$ cat config.mk
export PLATFORM = sky130hd
export DESIGN_NAME = ad9911_spi_writer
export DESIGN_NICKNAME = d
export VERILOG_FILES = /design/src/rtl/ad9911_spi_writer.sv
export SDC_FILE = /design/constraint.sdc
export NUM_CORES = 1
export LEC_CHECK = 0
export BUFFER_PORTS_ARGS = -buffer_cell sky130_fd_sc_hd__buf_4
export CORE_ASPECT_RATIO = 0.6
export CORE_MARGIN = 1
export CORE_UTILIZATION = 55
export CTS_BUF_LIST = sky130_fd_sc_hd__clkbuf_4
export CTS_CLUSTER_DIAMETER = 80
export CTS_CLUSTER_SIZE = 14
export DETAILED_ROUTE_END_ITERATION = 12
export PLACE_DENSITY = 0.77
export REMOVE_ABC_BUFFERS = 1
export SYNTH_ARGS = -nofsm -noshare
export SYNTH_HDL_FRONTEND = slang
export SYNTH_SLANG_ARGS = --single-unit
$ cat constraint.sdc
create_clock -name CLOCK_40M -period 2.35 [get_ports CLOCK_40M]
set_clock_uncertainty 0.2 [all_clocks]
set_input_delay 0 -clock CLOCK_40M [delete_from_list [all_inputs] [get_ports CLOCK_40M]]
set_output_delay 0 -clock CLOCK_40M [all_outputs]
set_load 0.01 [all_outputs]
$ cat src/rtl/ad9911_spi_writer.sv
// ad9911_spi_writer
// Single-register write engine for the AD9911 DDS. It accepts one command
// and shifts the instruction byte plus 1..4 data bytes MSB first on
// SCLK/SDIO0. It then optionally pulses IO_UPDATE. After reset it drives
// the DDS master-reset line for MRSET_WIDTH cycles before taking commands.
//
// Optional feature macro: AD9911_PPS_UPDATE_EN
//   When defined, a GPS_1PPS input is added. The IO_UPDATE pulse is then
//   held back until the first synchronised rising edge of the PPS signal
//   seen at or after the update phase begins.
//
// All outputs are registered. They are computed from the next-state values,
// so each output changes on the same edge as the state it belongs to.

module ad9911_spi_writer #(
  parameter int CLK_DIV      = 4,
  parameter int UPDATE_WIDTH = 4,
  parameter int MRSET_WIDTH  = 40
) (
  input  logic        CLOCK_40M,
  input  logic        RESET,
`ifdef AD9911_PPS_UPDATE_EN
  input  logic        GPS_1PPS,
`endif
  input  logic        cmd_valid,
  output logic        cmd_ready,
  input  logic [4:0]  cmd_addr,
  input  logic [31:0] cmd_data,
  input  logic [1:0]  cmd_len,
  input  logic        cmd_update,
  output logic        busy,
  output logic        done,
  output logic        AD9911_SCLK,
  output logic        AD9911_SDIO0,
  output logic        AD9911_UPDATE,
  output logic        AD9911_MRSET
);

  localparam int DIV_W   = (CLK_DIV > 1) ? $clog2(CLK_DIV) : 1;
  localparam int TMR_MAX = (MRSET_WIDTH > UPDATE_WIDTH) ? MRSET_WIDTH : UPDATE_WIDTH;
  localparam int TMR_W   = $clog2(TMR_MAX + 1);

  localparam logic [DIV_W-1:0] DIV_LAST  = DIV_W'(CLK_DIV - 1);
  localparam logic [DIV_W-1:0] DIV_ONE   = DIV_W'(1);
  localparam logic [DIV_W-1:0] DIV_ZERO  = DIV_W'(0);
  localparam logic [TMR_W-1:0] MRST_LAST = TMR_W'(MRSET_WIDTH - 1);
  localparam logic [TMR_W-1:0] UPD_LAST  = TMR_W'(UPDATE_WIDTH - 1);
  localparam logic [TMR_W-1:0] TMR_ONE   = TMR_W'(1);
  localparam logic [TMR_W-1:0] TMR_ZERO  = TMR_W'(0);

  typedef enum logic [2:0] {
    ST_MRST  = 3'd0,
    ST_IDLE  = 3'd1,
    ST_SHIFT = 3'd2,
    ST_GAP   = 3'd3,
    ST_UPD   = 3'd4
  } state_t;

  // The shift word is left-aligned in 40 bits. Bit 39 goes out first.
  // The instruction byte is a write (R/W = 0), two zero bits, then the
  // 5-bit address. The data bytes are the low 8*len bits of the payload.
  function automatic logic [39:0] build_word(input logic [4:0]  addr,
                                             input logic [31:0] data,
                                             input logic [1:0]  len);
    logic [7:0] instr;
    instr = {1'b0, 2'b00, addr};
    case (len)
      2'd1:    build_word = {instr, data[7:0],  24'h00_0000};
      2'd2:    build_word = {instr, data[15:0], 16'h0000};
      2'd3:    build_word = {instr, data[23:0], 8'h00};
      default: build_word = {instr, data[31:0]};
    endcase
  endfunction

  // Index of the final bit of the frame: N-1 with N = 8*(1+len).
  function automatic logic [5:0] last_bit_idx(input logic [1:0] len);
    case (len)
      2'd1:    last_bit_idx = 6'd15;
      2'd2:    last_bit_idx = 6'd23;
      2'd3:    last_bit_idx = 6'd31;
      default: last_bit_idx = 6'd39;
    endcase
  endfunction

  state_t             state_q, state_d;
  logic [39:0]        shreg_q, shreg_d;
  logic [5:0]         bit_q,   bit_d;
  logic [5:0]         last_q,  last_d;
  logic [DIV_W-1:0]   div_q,   div_d;
  logic [TMR_W-1:0]   tmr_q,   tmr_d;
  logic               upd_en_q, upd_en_d;
  logic               lead_q,  lead_d;

  logic               sclk_q,  sclk_d;
  logic               sdio_q,  sdio_d;
  logic               update_q, update_d;
  logic               mrset_q, mrset_d;
  logic               done_q,  done_d;
  logic               ready_q, ready_d;
  logic               busy_q,  busy_d;

  logic               accept_s;

`ifdef AD9911_PPS_UPDATE_EN
  logic pps_s1_q, pps_s2_q, pps_prev_q, pps_edge_q;
  logic wait_q, wait_d;

  // Bring GPS_1PPS into the clock domain and flag one rising edge.
  always_ff @(posedge CLOCK_40M) begin
    if (RESET) begin
      pps_s1_q   <= 1'b0;
      pps_s2_q   <= 1'b0;
      pps_prev_q <= 1'b0;
      pps_edge_q <= 1'b0;
    end else begin
      pps_s1_q   <= GPS_1PPS;
      pps_s2_q   <= pps_s1_q;
      pps_prev_q <= pps_s2_q;
      pps_edge_q <= pps_s2_q & ~pps_prev_q;
    end
  end
`endif

  assign accept_s = cmd_valid & ready_q;

  // Next-state, counters and registered-output values for the writer FSM.
  always_comb begin
    state_d  = state_q;
    shreg_d  = shreg_q;
    bit_d    = bit_q;
    last_d   = last_q;
    div_d    = div_q;
    tmr_d    = tmr_q;
    upd_en_d = upd_en_q;
    lead_d   = lead_q;
    sclk_d   = sclk_q;
    sdio_d   = sdio_q;
    update_d = update_q;
    mrset_d  = 1'b0;
    done_d   = 1'b0;
`ifdef AD9911_PPS_UPDATE_EN
    wait_d   = wait_q;
`endif

    case (state_q)
      ST_MRST: begin
        sclk_d   = 1'b0;
        sdio_d   = 1'b0;
        update_d = 1'b0;
        if (tmr_q == MRST_LAST) begin
          state_d = ST_IDLE;
          tmr_d   = TMR_ZERO;
          mrset_d = 1'b0;
        end else begin
          tmr_d   = tmr_q + TMR_ONE;
          mrset_d = 1'b1;
        end
      end

      ST_IDLE: begin
        sclk_d   = 1'b0;
        sdio_d   = 1'b0;
        update_d = 1'b0;
        if (accept_s) begin
          state_d  = ST_SHIFT;
          shreg_d  = build_word(cmd_addr, cmd_data, cmd_len);
          last_d   = last_bit_idx(cmd_len);
          upd_en_d = cmd_update;
          bit_d    = 6'd0;
          div_d    = DIV_ZERO;
          lead_d   = 1'b1;
        end else begin
          state_d  = ST_IDLE;
        end
      end

      ST_SHIFT: begin
        if (lead_q) begin
          // One cycle after acceptance, put the first bit on SDIO0.
          lead_d = 1'b0;
          sdio_d = shreg_q[39];
          div_d  = DIV_ZERO;
        end else if (div_q != DIV_LAST) begin
          div_d  = div_q + DIV_ONE;
        end else begin
          div_d = DIV_ZERO;
          if (!sclk_q) begin
            sclk_d = 1'b1;
          end else begin
            // Falling edge: move to the next bit, or finish the frame.
            sclk_d = 1'b0;
            if (bit_q == last_q) begin
              state_d = ST_GAP;
              sdio_d  = 1'b0;
            end else begin
              bit_d   = bit_q + 6'd1;
              shreg_d = {shreg_q[38:0], 1'b0};
              sdio_d  = shreg_q[38];
            end
          end
        end
      end

      ST_GAP: begin
        sclk_d = 1'b0;
        sdio_d = 1'b0;
        if (div_q == DIV_LAST) begin
          div_d = DIV_ZERO;
          if (upd_en_q) begin
            state_d  = ST_UPD;
            tmr_d    = TMR_ZERO;
`ifdef AD9911_PPS_UPDATE_EN
            update_d = 1'b0;
            wait_d   = 1'b1;
`else
            update_d = 1'b1;
`endif
          end else begin
            state_d = ST_IDLE;
            done_d  = 1'b1;
          end
        end else begin
          div_d = div_q + DIV_ONE;
        end
      end

      ST_UPD: begin
        sclk_d = 1'b0;
        sdio_d = 1'b0;
`ifdef AD9911_PPS_UPDATE_EN
        if (wait_q) begin
          if (pps_edge_q) begin
            wait_d   = 1'b0;
            update_d = 1'b1;
            tmr_d    = TMR_ZERO;
          end else begin
            wait_d   = 1'b1;
            update_d = 1'b0;
          end
        end else if (tmr_q == UPD_LAST) begin
          update_d = 1'b0;
          state_d  = ST_IDLE;
          done_d   = 1'b1;
          tmr_d    = TMR_ZERO;
        end else begin
          tmr_d    = tmr_q + TMR_ONE;
        end
`else
        if (tmr_q == UPD_LAST) begin
          update_d = 1'b0;
          state_d  = ST_IDLE;
          done_d   = 1'b1;
          tmr_d    = TMR_ZERO;
        end else begin
          tmr_d    = tmr_q + TMR_ONE;
        end
`endif
      end

      default: begin
        state_d  = ST_MRST;
        tmr_d    = TMR_ZERO;
        sclk_d   = 1'b0;
        sdio_d   = 1'b0;
        update_d = 1'b0;
        mrset_d  = 1'b1;
      end
    endcase

    ready_d = (state_d == ST_IDLE);
    busy_d  = (state_d != ST_IDLE);
  end

  // State, datapath and output registers; RESET restarts the MRST sequence.
  always_ff @(posedge CLOCK_40M) begin
    if (RESET) begin
      state_q  <= ST_MRST;
      shreg_q  <= 40'h00_0000_0000;
      bit_q    <= 6'd0;
      last_q   <= 6'd0;
      div_q    <= DIV_ZERO;
      tmr_q    <= TMR_ZERO;
      upd_en_q <= 1'b0;
      lead_q   <= 1'b0;
      sclk_q   <= 1'b0;
      sdio_q   <= 1'b0;
      update_q <= 1'b0;
      mrset_q  <= 1'b1;
      done_q   <= 1'b0;
      ready_q  <= 1'b0;
      busy_q   <= 1'b1;
`ifdef AD9911_PPS_UPDATE_EN
      wait_q   <= 1'b0;
`endif
    end else begin
      state_q  <= state_d;
      shreg_q  <= shreg_d;
      bit_q    <= bit_d;
      last_q   <= last_d;
      div_q    <= div_d;
      tmr_q    <= tmr_d;
      upd_en_q <= upd_en_d;
      lead_q   <= lead_d;
      sclk_q   <= sclk_d;
      sdio_q   <= sdio_d;
      update_q <= update_d;
      mrset_q  <= mrset_d;
      done_q   <= done_d;
      ready_q  <= ready_d;
      busy_q   <= busy_d;
`ifdef AD9911_PPS_UPDATE_EN
      wait_q   <= wait_d;
`endif
    end
  end

  assign cmd_ready     = ready_q;
  assign busy          = busy_q;
  assign done          = done_q;
  assign AD9911_SCLK   = sclk_q;
  assign AD9911_SDIO0  = sdio_q;
  assign AD9911_UPDATE = update_q;
  assign AD9911_MRSET  = mrset_q;

endmodule

After elaboration in Yosys (flattened, before gate mapping):

Index checks and enable logic that the tools add are counted.

* register bits after elaboration: 72
* input bits: 43
* word-level logic and storage cells: 112

* add/sub/neg operators: 3
* equality and inequality tests: 23
* muxes and demuxes: 51
* bitwise gates (word level): 5
* reduce and logical (&&, ||, !) cells: 15

Operators with widths (number)
* 40-bit two-way mux: 5
* 32-bit case mux with 3 select lines: 1
* 40-bit case mux with 2 select lines: 1
* 6-bit two-way mux: 9
* 3-bit two-way mux: 8
* 6-bit case mux with 4 select lines: 1
* 2-bit inequality test (second input constant): 10
* 6-bit case mux with 3 select lines: 1
* 3-bit case mux with 5 select lines: 1
* 1-bit two-way mux: 13
* 6-bit by 1-bit adder with 6-bit output (second input constant): 2
* 6-bit case mux with 2 select lines: 1
* 2-bit two-way mux: 5
* 2-bit AND reduction: 5
* 2-bit == test (second input constant): 3
* 3-bit by 1-bit == test with 1-bit output (second input constant): 2
* 3-bit by 2-bit == test with 1-bit output (second input constant): 2
* 6-bit by 2-bit == test with 1-bit output (second input constant): 1
* 6-bit == test: 1
* 6-bit == test (second input constant): 1
* 1-bit case mux with 2 select lines: 3
* 2-bit case mux with 3 select lines: 1
* 6-bit AND reduction: 1
* 1-bit NOT: 4
* 13 further kinds: 15

Logic depth before layout (Yosys ltp):

Gate-level depths: netlist (run 1).

* depth after elaboration: 7
* gate-level depth with buffers: 9
* mapped depth without buffers: 6

Worst setup path after synthesis (run 1):

No wires, ideal clock.

* path kind: register -> register
* from: register tmr_q[0]
* to: register busy_q, in the netlist busy
* library setup time: 0.127 ns
* arrival: 1.767 ns
* data required time: 2.023 ns
* setup slack: 0.256 ns
* cell stages (with the launch flop): 7
* period minus slack after synthesis: 2.094 ns
* cells stage by stage: dfxtp_1 -> ha_1 -> or3b_2 -> a21o_1 -> o22ai_1 -> o21ai_1 -> or3_1

* word-level cells in the longest chain between the ends: 4
* elaborated cells on any way between the ends: 6
* classes of those cells: eq/ne (3); mux (3)

Ends and longest elaborated chain
* from (decl): line 90 `logic [TMR_W-1:0] tmr_q, tmr_d;`
* from (signal assigned): line 301 `tmr_q <= tmr_d;`
* 6-bit by 2-bit == test with 1-bit output or 6-bit == test (tied branches): line 249, 150
* 3-bit two-way mux, on equally long branches: line 249, 150
* 3-bit case mux with 5 select lines *: line 145 `case (state_q)`
* 3-bit by 1-bit inequality test with 1-bit output *: line 271 `busy_d = (state_d != ST_IDLE);`
* to (signal assigned): line 310 `busy_q <= busy_d;`
* to (decl): line 100 `logic busy_q, busy_d;`

Every way passes the cells marked *; elsewhere a longest branch is shown, timed or not.
A chain may end at the register's enable or synchronous reset.

Final worst setup path (run 1):

Ends and elaborated chain as after synthesis.

==> impl_metrics.py, run 1 <==
metrics = {
    "clocking": {
        "clk_pin_slew_worst_paths_ns": 0.10,
        "cts_buffers": 9,
        "cts_buffer_depth": 2,
        "cts_tree": "done",
        "worstSkewPairLatency_ns": 0.43,
        "cts_root_buf": "clkbuf_4",
        "h-tree-depth": 3,
        "clock_sinks": 70,
    },
    "global_routing": {
        "grt_max_degree": 65,
        "grt_antenna_before_repair": 0,
        "grt_pass1_wl_mm": 17.2,
        "grt_usage": 0.324,
        "grt_pass1_vias": 3528,
        "grt_overflow": 0,
    },
    "final_layout": {
        "multi_input_area_um2": 2070,
        "final_cells": 608,
        "area_delta_synth_final_pct": 29.4,
        "fill_cells": 446,
        "drive_gt1_frac": 0.231,
        "antenna_cells": 0,
        "fin_util": 0.756,
        "nNetsFinal": 566,
        "final-seq-area_um2": 1400,
    },
    "pwr": {
        "ir_drop_mv": 0.310,
        "pwr-share-comb": 0.127,
        "swShare": 0.251,
        "p_seq_frac": 0.567,
        "p_leak_nw": 1.73,
        "power.share.clock": 0.306,
        "powerDensity_nw_per_um2": 447,
        "p_sw_uw": 531,
        "internal_power_mw": 1.58,
    },
    "sta": {
        "finalSetupTns_ns": 0,
        "tightest_slew_ns": 0.557,
        "hold_viol": 0,
        "setup_viol": 0,
        "fmax_ghz": 0.439,
        "finalCritPeriodShare": 0.970,
        "finalMaxSlewViolations": 0,
        "min_period_ns": 2.28,
        "rsz0062_at_grt": "true",
        "relSlewSlack": 0.629,
    },
    "logic_synthesis": {
        "synth_top_area_frac": 0.384,
        "ys_types": 46,
        "synth_ff_type": "dfxtp_1",
        "synth_area_um2": 3650,
        "synth_edf_count": 0,
        "synth.avg_cell_area_um2": 8.49,
        "synth-seq-cells": 70,
        "synth_top_cell_by_area": "dfxtp_1",
        "yosysWarningCount": 0,
        "ys_async_sr_fraction": 0,
        "synth_cells": 430,
        "synth.area.top_cells": "dfxtp_1 38%, nand2_1 7.2%, a311oi_2 5.3%, nor2_1 5.1%, mux4_2 4.9%",
        "seq_area_frac_synth": 0.384,
    },
    "setup_path": {
        "critPathMaxStageDelay_ns": 0.50,
        "crit_chain": "ha_2 -> or3b_2 -> a21o_1 -> o22ai_1 -> o21ai_1 -> or3_1",
        "end_kind": "flop",
        "rr_worst_depth": 6,
        "crit_path_max_fanout": 4,
        "worst-path-stages": 6,
        "crit_family": "simple AND/OR/NAND/NOR gates",
        "crit_buf_inv": 0,
        "required_ns": 2.46,
        "start_kind": "flop",
        "worstPathArrival_ns": 2.39,
        "path_class": "flop to flop",
        "cpMaxStageDelayCell": "or3b_2",
    },
    "floorplan": {
        "boundaryPins": 50,
        "core_area_um2": 6250,
        "die_h_um": 65.1,
        "start_util": 0.584,
        "die_w_um": 107,
        "placementRows": 22,
        "die_area_um2": 6980,
    },
    "route": {
        "route.vias.total": 3724,
        "drt_pass1_iterations": 5,
        "ant_nets": 0,
        "wl_mm": 10.6,
        "drt_first_iter_violations": 411,
        "drc": 0,
        "wire_per_inst_um": 17.4,
        "vias_per_cell": 6.13,
    },
    "placed_design": {
        "hpwl_mm": 6.19,
        "gp_congestion": 0.855,
        "port_buffers": 49,
        "placedCellCount": 543,
    },
    "worst_hold_path": {
        "hold_path_depth": 4,
        "hold_class": "input pin to flop",
    },
    "status": {
        "status": "complete, no violations",
    },
    "run": {
        "cap_violations": 0,
    },
}
==> per-stage QoR <==
step / hold slack [ns] / power, mW / area [µm²] / worst slack (ns)
2_1_floorplan: -0.132 / 1.31 / 3460 / -1.25
3_3_place_gp: 0.0593 / 1.42 / 4090 / 0.153
3_5_place_dp: 0.0644 / 1.42 / 4090 / 0.0554
4_1_cts: 0.0404 / 2.12 / 4630 / 0.0175
5_1_grt: 0.0495 / 2.20 / 4720 / -0.0245
6_report: 0.0416 / 2.11 / 4720 / 0.0698
==> cell usage after synthesis (4+ instances only) <==
| library cell | n |
|---|---|
| mux2i_1 | 8 |
| nand2_1 | 70 |
| a31oi_1 | 7 |
| a21oi_1 | 30 |
| a311oi_2 | 13 |
| inv_1 | 5 |
| nor2_1 | 50 |
| clkbuf_1 | 21 |
| buf_4 | 4 |
| and3_1 | 4 |
| a221o_1 | 8 |
| a311oi_1 | 11 |
| buf_6 | 4 |
| mux4_2 | 8 |
| o211ai_1 | 13 |
| nor3_1 | 7 |
| o21ai_0 | 18 |
| or3_1 | 6 |
| nand3_1 | 21 |
| dfxtp_1 | 70 |
| buf_2 | 6 |
| xnor2_1 | 5 |
==> registers in the layout (all words and copies together) (netlist names) <==
register	flops
tmr_q	6
div_q	2
state_q	3
last_q	4
AD9911_SCLK	1
AD9911_UPDATE	1
done	1
upd_en_q	1
AD9911_SDIO0	1
AD9911_MRSET	1
shreg_q	40
cmd_ready	1
lead_q	1
bit_q	6
busy	1
==> what timing repair did <==
item | in CTS | in global routing
gates resized for setup | 0 | 7
buffers inserted | 0 | 5
endpoints found under the setup margin | 0 | 36
endpoints found under the hold margin | 59 | 0
hold buffers | 44 | 0
==> area by class of cell <==
class,instances,share of cell area
Sequential cell,70,0.297
Timing Repair Buffer,116,0.217
Multi-Input combinational cell,318,0.438
Inverter,5,0.00397
Clock inverter,3,0.00265
Clock buffer,12,0.0191
Tap cell,84,0.0223
==> cells by family after synthesis <==
| group | share of synthesized area |
|---|---|
| xor gates and xnor gates | 0.0192 |
| AOI/OAI and AO/OA | 0.243 |
| buffers and inverters | 0.0576 |
| adders and majority gates | 0.0103 |
| and+or+nand+nor | 0.215 |
| DFF | 0.384 |
| muxes | 0.0713 |
==> placed cells by master (no fill, tap or decap), drive strengths merged, types with 6 or more instances in the layout <==
| master | instances |
|---|---|
| nand3 | 21 |
| clkbuf | 13 |
| a31oi | 7 |
| o211ai | 13 |
| nand2 | 70 |
| o21ai | 19 |
| or3 | 6 |
| nor2 | 50 |
| mux2i | 8 |
| buf | 71 |
| nor3 | 7 |
| a221o | 8 |
| dlygate4sd3 | 44 |
| mux4 | 8 |
| a21oi | 30 |
| a311oi | 24 |
| dfxtp | 70 |
==> worst register-to-register path, cell delays in order (launching register included) <==
cell and delay [ns]:
dfxtp_2 0.39, ha_2 0.22, or3b_2 0.50, a21o_1 0.21, o22ai_1 0.15, o21ai_1 0.14, or3_1 0.36
==> path summary, 6_finish.rpt <==
path                       startpoint                  endpoint  slack [ns]
max reg2reg     tmr_q[0]$_SDFFE_PP0P_           busy$_SDFF_PP1_        0.07
min                      cmd_data[31]  shreg_q[31]$_SDFFE_PP0P_        0.04
min reg2reg  shreg_q[21]$_SDFFE_PP0P_  shreg_q[21]$_SDFFE_PP0P_        0.26
max             tmr_q[0]$_SDFFE_PP0P_           busy$_SDFF_PP1_        0.07
==> power by group through the flow <==
stage / combinational (mW) / clock, mW / sequential (mW)
after floorplan: 0.0843 / 0 / 1.22
after global placement: 0.199 / 0 / 1.22
after detailed placement: 0.201 / 0 / 1.22
after CTS: 0.257 / 0.661 / 1.20
after global routing: 0.289 / 0.714 / 1.20
final: 0.268 / 0.647 / 1.20
==> metal layers <==
metal  wire [µm]  global-route usage
met5           0                   0
met2        4830               0.493
met4         172               0.116
met3         830              0.0863
met1        4750               0.443
Power figures use the tool's default switching activity.
==> inputs of run 2 (changes only) <==
--- a/config.mk
+++ b/config.mk
@@ -15,6 +15,7 @@
 export DETAILED_ROUTE_END_ITERATION = 12
 export PLACE_DENSITY = 0.77
 export REMOVE_ABC_BUFFERS = 1
+export SETUP_SLACK_MARGIN = 0.15
 export SYNTH_ARGS = -nofsm -noshare
 export SYNTH_HDL_FRONTEND = slang
 export SYNTH_SLANG_ARGS = --single-unit
==> constraint.sdc (replaced) <==
create_clock -name CLOCK_40M -period 2.9 [get_ports CLOCK_40M]
set_clock_uncertainty 0.2 [all_clocks]
set_input_delay 0 -clock CLOCK_40M [delete_from_list [all_inputs] [get_ports CLOCK_40M]]
set_output_delay 0 -clock CLOCK_40M [all_outputs]
set_load 0.01 [all_outputs]
==> impl_metrics.py, run 2 (same netlist as run 1, synthesis figures left out) <==
metrics = {
    "status": {
        "status": "complete, no violations",
    },
    "clocking": {
        "cts_buffer_depth": 2,
        "clk_pin_slew_worst_paths_ns": 0.12,
        "h-tree-depth": 3,
        "clock_sinks": 70,
        "worstSkewPairLatency_ns": 0.43,
        "cts_buffers": 9,
        "cts_tree": "done",
        "cts_root_buf": "clkbuf_4",
    },
    "floorplan": {
        "placementRows": 22,
        "boundaryPins": 50,
        "die_h_um": 65.1,
        "die_area_um2": 6980,
        "core_area_um2": 6250,
        "die_w_um": 107,
        "start_util": 0.584,
    },
    "setup_path": {
        "critPathMaxStageDelay_ns": 0.59,
        "end_kind": "flop",
        "crit_chain": "or3b_1 -> o22ai_4 -> o31ai_4 -> a32oi_1 -> nor2_1 -> dlygate4sd3_1",
        "cpMaxStageDelayCell": "dlygate4sd3_1",
        "r2r-end": "shreg_q[0]$_SDFFE_PP0P_",
        "path_class": "flop to flop",
        "required_ns": 3.04,
        "worstPathArrival_ns": 2.70,
        "crit_path_max_fanout": 10,
        "start_kind": "flop",
        "timing.rr.start": "state_q[1]$_SDFF_PP0_",
        "rrSetupSlack_ns": 0.34,
        "rr_worst_depth": 6,
    },
    "sta": {
        "fmax_ghz": 0.391,
        "tightest_slew_ns": 0.717,
        "hold_viol": 0,
        "finalCritPeriodShare": 0.882,
        "finalMaxSlewViolations": 0,
        "setup_viol": 0,
        "rsz0062_at_grt": "false",
        "min_period_ns": 2.56,
        "relSlewSlack": 0.522,
    },
    "final_layout": {
        "top_register": "shreg_q",
        "largest_reg_flops": 40,
        "drive_gt1_frac": 0.200,
        "nNetsFinal": 555,
        "antenna_cells": 0,
        "largest_registers": "shreg_q x40, bit_q x6, tmr_q x6",
        "area_delta_synth_final_pct": 26.5,
        "fin_util": 0.739,
        "layout_common_cells": "70 x dfxtp_1, 70 x nand2_1, 56 x buf_4",
    },
    "global_routing": {
        "grt_usage": 0.286,
        "grt_pass1_vias": 3225,
        "grt_overflow": 0,
        "grt_antenna_before_repair": 0,
        "grt_max_degree": 65,
        "grt_pass1_wl_mm": 15.5,
    },
    "placed_design": {
        "gp_congestion": 0.818,
        "port_buffers": 49,
        "hpwl_mm": 5.54,
    },
    "worst_hold_path": {
        "hold_path_depth": 4,
        "hold_class": "input pin to flop",
        "hold_start": "cmd_data[17]",
        "whs_endpoint": "shreg_q[25]$_SDFFE_PP0P_",
    },
    "pwr": {
        "powerDensity_nw_per_um2": 379,
        "p_leak_nw": 1.65,
        "ir_drop_mv": 0.234,
        "power_mw": 1.75,
    },
    "route": {
        "ant_nets": 0,
        "wire_per_inst_um": 15.7,
        "drt_pass1_iterations": 5,
        "drc": 0,
        "route.vias.total": 3533,
        "wl_mm": 9.40,
        "drt_first_iter_violations": 306,
        "vias_per_cell": 5.91,
    },
    "run": {
        "cap_violations": 0,
    },
}
run 2: how the worst max path moves through the flow:
stage | from | to | slack [ns]
3_5_place_dp | state_q[2]$_SDFF_PP0_ | shreg_q[18]$_SDFFE_PP0P_ | 0.54
3_3_place_gp | state_q[2]$_SDFF_PP0_ | bit_q[5]$_SDFFE_PP0P_ | 0.61
6_report | state_q[1]$_SDFF_PP0_ | shreg_q[0]$_SDFFE_PP0P_ | 0.34
4_1_cts | state_q[1]$_SDFF_PP0_ | shreg_q[0]$_SDFFE_PP0P_ | 0.25
5_1_grt | state_q[1]$_SDFF_PP0_ | shreg_q[0]$_SDFFE_PP0P_ | 0.19
2_1_floorplan | state_q[2]$_SDFF_PP0_ | shreg_q[19]$_SDFFE_PP0P_ | -0.70
run 2: layout make-up:
type / instances / area, µm²
Tap cell: 84 / 105
Clock inverter: 6 / 47.5
Fill cell: 460 / 1630
Multi-Input combinational cell: 318 / 2050
Timing Repair Buffer: 105 / 921
Inverter: 5 / 18.8
Clock buffer: 10 / 75.1
Sequential cell: 70 / 1400
run 2: repair_timing:
item / CTS / global route
endpoints found under the setup margin: 0 / 1
endpoints found under the hold margin: 57 / 1
gates resized for setup: 0 / 1
setup buffers: 0 / 2
hold buffers: 47 / 1
run 2: critical path: cells and delay by family (launching register included):
kind,cells,cell delay (ns)
compound gates,3,0.53
flops,1,0.52
simple gates,2,0.62
buf+inv,1,0.59
run 2: report_power, final:
group	internal [mW]	switching, mW	leakage [nW]
registers	0.965	0.00474	0.564
clock network	0.189	0.373	0.0552
logic	0.124	0.0927	1.04
run 2: metal layers:
layer	wire length, µm	track usage
met4	102	0.0685
met1	4610	0.400
met5	0	0
met2	4100	0.437
met3	587	0.0794
run 2: per-stage QoR:
step / hold slack [ns] / TNS, ns / area, µm² / std cells / setup WS [ns]
final: 0.0177 / 0 / 4620 / 598 / 0.341
after global routing: 0.0661 / 0 / 4620 / 598 / 0.187
after CTS: 0.00121 / 0 / 4590 / 595 / 0.250
after detailed placement: 0.0710 / 0 / 4000 / 532 / 0.540
after global placement: 0.0580 / 0 / 4000 / 532 / 0.607
after floorplan: -0.132 / -27.53 / 3460 / 393 / -0.703
